### src/rtl/di_test_endpoint.sv
// DI test endpoint: NUM_CH counter channels (stream + one-shot get registers) and a
// slow-ready register. Define DI_TEST_STATUS_EN to add the status register and overrun flag.
module di_test_ch #(
  parameter int DATA_W      = 16,
  parameter int WAIT_CYCLES = 8,
  parameter int BURST_LEN   = 8
) (
  input  logic              if_clock,
  input  logic              resetb,
  input  logic              stream_rd,
  input  logic              get_rd,
  output logic              in_read,
  output logic              read_nxt,
  output logic              serv,
  output logic              get_serv,
  output logic [DATA_W-1:0] cnt
);
  localparam int PH_MAX = (WAIT_CYCLES > BURST_LEN) ? WAIT_CYCLES : BURST_LEN;
  localparam int PH_W   = (PH_MAX > 1) ? $clog2(PH_MAX) : 1;
  localparam logic [PH_W-1:0] WAIT_LAST  = PH_W'(WAIT_CYCLES - 1);
  localparam logic [PH_W-1:0] BURST_LAST = PH_W'(BURST_LEN - 1);

  logic [PH_W-1:0] ph;
  logic            pend;

  // A pending get and a direct read landing in the same cycle consume one word.
  always_comb begin
    get_serv = in_read && (pend || get_rd);
    serv     = get_serv || (in_read && stream_rd);
    read_nxt = in_read ? !(serv && ph == BURST_LAST) : (ph == WAIT_LAST);
  end

  always_ff @(posedge if_clock) begin
    if (!resetb) begin
      in_read <= 1'b0;
      ph      <= '0;
      pend    <= 1'b0;
      cnt     <= '0;
    end else begin
      in_read <= read_nxt;
      if (!in_read) begin
        ph <= (ph == WAIT_LAST) ? '0 : ph + 1'b1;
        if (get_rd) pend <= 1'b1;
      end else if (serv) begin
        ph   <= (ph == BURST_LAST) ? '0 : ph + 1'b1;
        cnt  <= cnt + 1'b1;
        pend <= 1'b0;
      end
    end
  end
endmodule

module di_test_endpoint #(
  parameter int          DATA_W       = 16,
  parameter int          NUM_CH       = 4,
  parameter logic [15:0] EP_ADDR      = 16'h0000,
  parameter logic [15:0] BASE_REG     = 16'h0000,
  parameter int          WAIT_CYCLES  = 8,
  parameter int          BURST_LEN    = 8,
  parameter int          SLOW_TIMEOUT = 31
) (
  input  logic              if_clock,
  input  logic              resetb,
  input  logic [15:0]       diEpAddr,
  input  logic [15:0]       diRegAddr,
  input  logic              diRead,
  input  logic              diWrite,
  input  logic [DATA_W-1:0] diRegDataIn,
  output logic [DATA_W-1:0] diRegDataOut,
  output logic              rd_ready,
  output logic              wr_ready
);
  localparam int NREG  = 2*NUM_CH + 2;
  localparam int TMO_W = $clog2(SLOW_TIMEOUT + 1);
  localparam logic [TMO_W-1:0] TMO_MAX = TMO_W'(SLOW_TIMEOUT);

  logic [16:0]                   off;
  logic                          in_map, sel_slow, sel_stat, unmapped, slow_acc, stat_rd, ovr;
  logic [NUM_CH-1:0]             sel_stream, sel_get, stream_rd, get_rd;
  logic [NUM_CH-1:0]             in_read, read_nxt, serv, get_serv;
  logic [NUM_CH-1:0][DATA_W-1:0] cnt;
  logic [TMO_W-1:0]              tmo, tmo_nxt;
  logic [DATA_W-1:0]             slow_val, status, dout_nxt;
  logic                          rd_nxt, wr_nxt;

  // 17-bit offset so addresses below BASE_REG fall out as unmapped.
  assign off    = {1'b0, diRegAddr} - {1'b0, BASE_REG};
  assign in_map = (diEpAddr == EP_ADDR) && !off[16] && (off[15:0] < 16'(NREG));

  always_comb begin
    sel_stream = '0;
    sel_get    = '0;
    for (int c = 0; c < NUM_CH; c++) begin
      sel_stream[c] = in_map && (off[15:0] == 16'(2*c));
      sel_get[c]    = in_map && (off[15:0] == 16'(2*c + 1));
    end
  end

  assign sel_slow  = in_map && (off[15:0] == 16'(2*NUM_CH));
  assign unmapped  = !(|sel_stream || |sel_get || sel_slow || sel_stat);
  assign stream_rd = sel_stream & {NUM_CH{diRead && rd_ready}};
  assign get_rd    = sel_get & {NUM_CH{diRead}};
  assign stat_rd   = sel_stat && diRead;

  for (genvar c = 0; c < NUM_CH; c++) begin : g_ch
    di_test_ch #(
      .DATA_W(DATA_W), .WAIT_CYCLES(WAIT_CYCLES), .BURST_LEN(BURST_LEN)
    ) u_ch (
      .if_clock (if_clock),
      .resetb   (resetb),
      .stream_rd(stream_rd[c]),
      .get_rd   (get_rd[c]),
      .in_read  (in_read[c]),
      .read_nxt (read_nxt[c]),
      .serv     (serv[c]),
      .get_serv (get_serv[c]),
      .cnt      (cnt[c])
    );
  end

`ifdef DI_TEST_STATUS_EN
  logic ovr_set;
  assign sel_stat = in_map && (off[15:0] == 16'(2*NUM_CH + 1));
  assign ovr_set  = |sel_stream && diRead && !rd_ready;
  always_ff @(posedge if_clock) begin
    if (!resetb) ovr <= 1'b0;
    else         ovr <= (ovr && !stat_rd) || ovr_set;
  end
`else
  assign sel_stat = 1'b0;
  assign ovr      = 1'b0;
`endif

  assign status = DATA_W'({ovr, in_read});

  // The slow timer restarts whenever the register is deselected or accessed.
  assign slow_acc = sel_slow && (diRead || diWrite) && (tmo == TMO_MAX);
  assign tmo_nxt  = (!sel_slow || slow_acc) ? '0 : (tmo == TMO_MAX) ? tmo : tmo + 1'b1;

  always_comb begin
    dout_nxt = diRegDataOut;
    for (int c = 0; c < NUM_CH; c++)
      if (serv[c]) dout_nxt = cnt[c];
    if (slow_acc && diRead) dout_nxt = slow_val;
    if (stat_rd)            dout_nxt = status;
    if (unmapped && diRead) dout_nxt = '0;
    rd_nxt = 1'b1;
    wr_nxt = 1'b1;
    for (int c = 0; c < NUM_CH; c++) begin
      if (sel_stream[c]) rd_nxt = read_nxt[c];
      if (sel_get[c])    rd_nxt = get_serv[c];
    end
    if (sel_slow) begin
      rd_nxt = (tmo_nxt == TMO_MAX);
      wr_nxt = (tmo_nxt == TMO_MAX);
    end
  end

  always_ff @(posedge if_clock) begin
    if (!resetb) begin
      tmo          <= '0;
      slow_val     <= '0;
      diRegDataOut <= '0;
      rd_ready     <= 1'b0;
      wr_ready     <= 1'b0;
    end else begin
      tmo          <= tmo_nxt;
      if (slow_acc && diWrite) slow_val <= diRegDataIn;
      diRegDataOut <= dout_nxt;
      rd_ready     <= rd_nxt;
      wr_ready     <= wr_nxt;
    end
  end
endmodule
### config.mk
export PLATFORM = sky130hd
export DESIGN_NAME = di_test_endpoint
export DESIGN_NICKNAME = d
export VERILOG_FILES = /design/src/rtl/di_test_endpoint.sv
export SDC_FILE = /design/constraint.sdc
export NUM_CORES = 1
export LEC_CHECK = 0
export BUFFER_PORTS_ARGS = -buffer_cell sky130_fd_sc_hd__buf_2
export CAP_MARGIN = 20
export CORE_MARGIN = 2
export CORE_UTILIZATION = 30
export CTS_CLUSTER_SIZE = 10
export DETAILED_ROUTE_END_ITERATION = 7
export HOLD_SLACK_MARGIN = 0.06
export PLACE_DENSITY_LB_ADDON = 0.3
export SYNTH_ARGS = -nofsm -noshare
export SYNTH_HDL_FRONTEND = slang
export SYNTH_HIERARCHICAL = 1
export SYNTH_SLANG_ARGS = --single-unit
### constraint.sdc
create_clock -name if_clock -period 4.7 [get_ports if_clock]
set_input_delay 0.705 -clock if_clock [delete_from_list [all_inputs] [get_ports if_clock]]
set_output_delay 0.705 -clock if_clock [all_outputs]
set_load 0.02 [all_outputs]
==> results.cfg, run 1 <==
[floorplan]
num_rows = 52
start_util = 0.309
die_area_um2 = 22100
die_w_um = 149
io_pins = 70
die_h_um = 149
core_um2 = 20400

[sta]
hold_viol = 0
finalSetupViolations = 0
final_max_slew_viol_count = 0
tns_ps = 0
relSlewSlack = 0.409
rsz0062_at_grt = false
period_share = 0.834
fin_skew_ps = 6.38
fin_crit_ps = 3920
fmaxAchievable_mhz = 255
tightest_slew_ps = 881

[place]
dpl.cell_count = 1051
place_congestion = 0.808
dp_hpwl_um = 10200
numPortBuffers = 69

[logic_synthesis]
synth_top_area_cell = dfxtp_1
synth_edf_count = 0
synth.area.top_cells = dfxtp_1 39%, mux2i_1 10%, nor2_1 5.4%
yosysSeqAreaShare = 0.392
synth_area_um2 = 6280
avgSynthCellArea_um2 = 8.64
synth_ff_type = dfxtp_1
synthDistinctLibCells = 43
synth_cells = 727
syn-num-nets = 792
synthArstFlopShare = 0
yosys_warnings = 6
synth_largest_type_area_fraction = 0.392
synth-seq-cells = 123

[pwr]
p_sw_mw = 0.513
vdd_ir_drop_max_mv = 0.213
clockPowerShare = 0.527
p_seq_frac = 0.438
p_comb_frac = 0.035
p_total_mw = 2.42
p_int_mw = 1.91
p_per_area_nw_per_um2 = 322
swShare = 0.212
p_leak_nw = 2.58

[global_route]
gr-total-overflow = 0
grt_pass1_wl_um = 23600
grt_pass1_vias = 4858
grt_max_degree = 40
antenna_found_initial = 0
grt_use_total = 0.133

[layout]
area_delta_synth_final_pct = 19.6
drive_above_1_share = 0.153
nets = 865
fin_util = 0.369
regArea_um2 = 2460
diodes = 0
final_cell_count_no_fill = 1082
multi_input_area_um2 = 3670
num-fill-cells = 2121

[critical_path]
worstPathMaxFanout = 32
setup.worst_path.end_class = register
worst-setup-path-type = input pin to register
worstPathArrival_ps = 4250
start_kind = input pin
cp.required_ps = 5040

[cts]
insertion_delay_ps = 420
cts_max_path_buffers = 2
cts_tree = yes
postCtsHoldBufs = 0
postCtsSetupBuffers = 0
cts_buffers = 17
htree_levels = 4
cts.sinks = 123
cts.clk_slew.worst_paths_ps = 60
cts-resized-gates = 0
cts_root_buffer = clkbuf_16

[routing]
viasPerCell = 4.85
wl_per_cell_um = 13.2
totalWireLength_um = 14300
ant_nets = 0
drt_pass1_iterations = 4
drc = 0
route.vias.total = 5243
first_iter_violations = 183

[worst_hold_path]
min_path_type = register to register

[status]
status = completed

[job]
max_cap_violations = 0
final cells by class:
type | instances | share of cell area
clock inverter | 7 | 0.0120
tap | 270 | 0.0450
inverter | 11 | 0.00549
sequential | 123 | 0.328
timing repair buffer | 81 | 0.0579
multi-input combinational | 566 | 0.488
clock buffer | 24 | 0.0641
path summary, 6_finish.rpt:
path	start	to	slack, ps	cells after the start
min reg2reg	slow_val[5]	diRegDataOut[5]	460	2
min	slow_val[5]	diRegDataOut[5]	460	2
max	diEpAddr[6]	diRegDataOut[10]	780	13
max reg2reg	rd_ready	diRegDataOut[10]	1310	9
metal layers:
metal | track usage | vias up | wire [um]
met2 | 0.204 | 79 | 6300
met5 | 0 | - | 0
met4 | 0.0500 | 0 | 190
li1 | - | 2767 | -
met3 | 0.0273 | 14 | 451
met1 | 0.185 | 2383 | 7390
synth_stat cells (7+ instances only):
cell type / n
nand4_1: 30
nor2_1: 90
nor4_1: 13
dfxtp_1: 123
mux2i_1: 65
nand2_1: 74
xnor2_1: 24
clkinv_1: 8
nand3_1: 28
and4_1: 14
xor2_1: 21
o21ai_0: 34
clkbuf_1: 20
a211o_1: 17
nand2b_1: 7
or3_1: 16
a21oi_1: 46
ha_1: 13
nor3_1: 15
nor2b_1: 21
critical path: stages:
cell and delay, ps:
buf_2 80, nor4_1 50, nand4_1 260, nor2_1 70, buf_4 160, nand4_1 180
nor2_1 120, o31ai_4 400, clkinv_1 810, or4_1 750, buf_4 250, a211o_1 290
a21oi_1 110
registers in the layout, indices dropped and copies added (netlist names):
| register | cells |
|---|---|
| slow_val | 16 |
| g_ch.u_ch/ph | 12 |
| g_ch.u_ch/in_read | 4 |
| tmo | 5 |
| g_ch.u_ch/pend | 4 |
| g_ch.u_ch/cnt | 64 |
| wr_ready | 1 |
| rd_ready | 1 |
| diRegDataOut | 16 |
power groups by stage:
stage | clock network, mW | logic (mW) | registers [mW]
after floorplan | 0 | 0.0472 | 1.08
after global placement | 0 | 0.0840 | 1.08
after detailed placement | 0 | 0.0857 | 1.08
after CTS | 1.30 | 0.0861 | 1.06
after global routing | 1.35 | 0.0965 | 1.06
final | 1.28 | 0.0847 | 1.06
cell families after synthesis:
kind of cell,after synthesis,share of synthesized area
compound gates,111,0.113
mux,65,0.104
fa+ha+maj,13,0.0259
simple gates,332,0.277
xor+xnor,45,0.0627
buf+inv,38,0.0261
flops,123,0.392
metrics by stage:
step / setup slack [ps] / cell area [um2] / hold WS, ps
floorplan: 935 / 6280 / 436
global placement: 444 / 6940 / 447
detailed placement: 330 / 6940 / 448
CTS: 773 / 7510 / 462
global route: 421 / 7510 / 481
finish: 782 / 7510 / 458
cell usage in the layout, fill, tap and decap left out, types with 3 or more instances in the layout:
master | synthesis | final
a21oi_1 | 46 | 46
xnor2_1 | 24 | 24
nor3_1 | 15 | 15
clkinv_2 | 0 | 3
buf_4 | 0 | 12
inv_1 | 3 | 3
buf_2 | 5 | 69
ha_1 | 13 | 13
or4_4 | 5 | 5
or3_1 | 16 | 16
clkbuf_8 | 0 | 3
o21ai_0 | 34 | 34
clkbuf_1 | 20 | 4
nor4_1 | 13 | 13
nand3_1 | 28 | 28
xor2_1 | 21 | 21
nand2b_1 | 7 | 7
nor2b_1 | 21 | 21
and2_1 | 4 | 4
clkbuf_16 | 0 | 17
nor2_1 | 90 | 90
and4_1 | 14 | 14
dfxtp_1 | 123 | 123
a211o_1 | 17 | 17
mux2i_1 | 65 | 65
nand2_1 | 74 | 74
clkinv_1 | 8 | 8
o31ai_4 | 4 | 4
nand3b_1 | 5 | 5
nand4_1 | 30 | 30
(Power assumes the default switching activity.)
==> run 2: changes to the inputs <==
clock period = 3.35 ns   (was 4.7 ns; I/O delays follow)
==> run 2 against run 1 <==
Net effect:
- clock skew barely moved
- worst setup slack got worse by 330 ps
- combinational power increased by 44%
- non-clock buffer count grew 12
- via count rose by 1.2%
- first-iteration DRC count is 28% higher
- cell area is 1.8% higher
- final cell count is 1.2% higher
- count of clock-buffer cells in the layout shrank 7
- power up 40%
- critical path type unchanged
- critical endpoint is now g_ch[0].u_ch/cnt[15]
==> results.cfg, run 2 (same netlist as run 1, synthesis figures left out) <==
[status]
status = completed

[sta]
tns_ps = 0
fmaxAchievable_mhz = 345
period_share = 0.865
rsz0062_at_grt = false
relSlewSlack = 0.589
fin_skew_ps = 6.61
finalSetupViolations = 0
setup_ws_ps = 451
final_max_slew_viol_count = 0
fin_crit_ps = 2900
hold_viol = 0
tightest_slew_ps = 615
hold-worst-slack_ps = 339

[routing]
ant_nets = 0
drt_pass1_iterations = 5
viasPerCell = 4.84
first_iter_violations = 234
route.vias.total = 5305
totalWireLength_um = 14200
drc = 0
wl_per_cell_um = 13.0

[cts]
cts.clk_slew.worst_paths_ps = 60
postCtsSetupBuffers = 0
cts-resized-gates = 0
cts.sinks = 123
htree_levels = 4
postCtsHoldBufs = 0
cts_max_path_buffers = 2
insertion_delay_ps = 420
cts_tree = yes
cts_buffers = 17
cts_root_buffer = clkbuf_16

[global_route]
grt_use_total = 0.133
antenna_found_initial = 0
grt_pass1_wl_um = 23800
gr-total-overflow = 0
grt_pass1_vias = 4913
grt_max_degree = 40

[layout]
regMostFlops = g_ch.u_ch/cnt
drive_above_1_share = 0.171
largest_reg_flops = 64
finalInstanceArea_um2 = 7650
reg_top3 = g_ch.u_ch/cnt (64), diRegDataOut (16), slow_val (16)
nets = 877
layout_common_cells = 123 x dfxtp_1, 90 x nor2_1, 74 x nand2_1
diodes = 0
final_cell_count_no_fill = 1095
area_delta_synth_final_pct = 21.7
mostFrequentLayoutCell = dfxtp_1

[place]
place_congestion = 0.826
numPortBuffers = 69
dp_hpwl_um = 10400
dp_slack_ps = 24.1
dpl.cell_count = 1063
placed_cell_area_um2 = 7070

[critical_path]
reg2reg_slack_ps = 770
r2r-start = rd_ready
cpPeakStageDelay_ps = 580
start_kind = input pin
crit_chain = buf_2, nor4_1, nand4_1, nor2_1, nand4_1, buf_4, nor3_1, buf_4, o31ai_4, or4_4, or3_1, a21oi_1
reg2reg_depth = 10
worst-setup-path-type = input pin to register
crit_path_top_delay_cell = or4_4
worstReg2RegEnd = diRegDataOut[11]
setup.worst_path.end_class = register
worstPathArrival_ps = 3230
worstPathMaxFanout = 5
cp.required_ps = 3680

[floorplan]
die_w_um = 149
die_h_um = 149
num_rows = 52
core_um2 = 20400
io_pins = 70
die_area_um2 = 22100
start_util = 0.309

[job]
max_cap_violations = 0

[pwr]
p_leak_nw = 2.65
vdd_ir_drop_max_mv = 0.354
p_per_area_nw_per_um2 = 444

[worst_hold_path]
min_delay_path_depth = 3
whs_endpoint = slow_val[10]
min_path_type = input pin to register
hold_start = diRegDataIn[10]
run 2: changes by cell type in the layout (fill, tap and decap cells not counted), sizes merged:
cell      delta
clkinvlp     +1
clkbuf       -7
clkinv       +6
inv          +1
buf         +12
run 2: final cells by class:
cell class	instances	area, um2
multi-input combinational	566	3670
inverter	11	41.3
sequential	123	2460
clock inverter	15	151
tap	270	338
timing repair buffer	93	563
fill	2094	12700
clock buffer	17	425
run 2: worst max-delay path by stage:
stage | startpoint | endpoint | slack (ps) | depth (start not counted)
5_1_grt | diEpAddr[10] | rd_ready | 210 | 15
6_report | diEpAddr[10] | g_ch[0].u_ch/cnt[15] | 450 | 12
3_3_place_gp | diEpAddr[10] | g_ch[0].u_ch/cnt[15] | 70 | 12
2_1_floorplan | diEpAddr[14] | diRegDataOut[4] | 20 | 14
4_1_cts | diEpAddr[10] | g_ch[0].u_ch/cnt[15] | 450 | 12
3_5_place_dp | diEpAddr[10] | g_ch[0].u_ch/cnt[15] | 20 | 12
run 2: through the flow:
stage | util | power (mW)
detailed placement | 0.347 | 1.64
global placement | 0.347 | 1.64
floorplan | - | 1.59
global route | 0.376 | 3.52
CTS | 0.376 | 3.44
finish | 0.376 | 3.39
run 2: worst max-delay path: cells and delay by family:
family / cells / cell delay [ps]
buf+inv: 3 / 430
simple gates: 7 / 2060
compound gates: 2 / 220
run 2: where the power goes:
| group | switching (mW) | leakage (nW) | internal [mW] |
|---|---|---|---|
| Sequential | 0.00913 | 0.993 | 1.48 |
| Combinational | 0.0667 | 1.37 | 0.0550 |
| Clock | 0.691 | 0.279 | 1.09 |
| Total | 0.767 | 2.65 | 2.63 |
run 2: metal layers:
layer | share of wire | vias up | routed length (um) | GRT usage
met5 | 0 | - | 0 | 0
met4 | 0.0064 | 0 | 91 | 0.0314
met3 | 0.039 | 9 | 555 | 0.0337
met2 | 0.46 | 92 | 6590 | 0.212
met1 | 0.49 | 2422 | 7000 | 0.181
li1 | - | 2782 | - | -
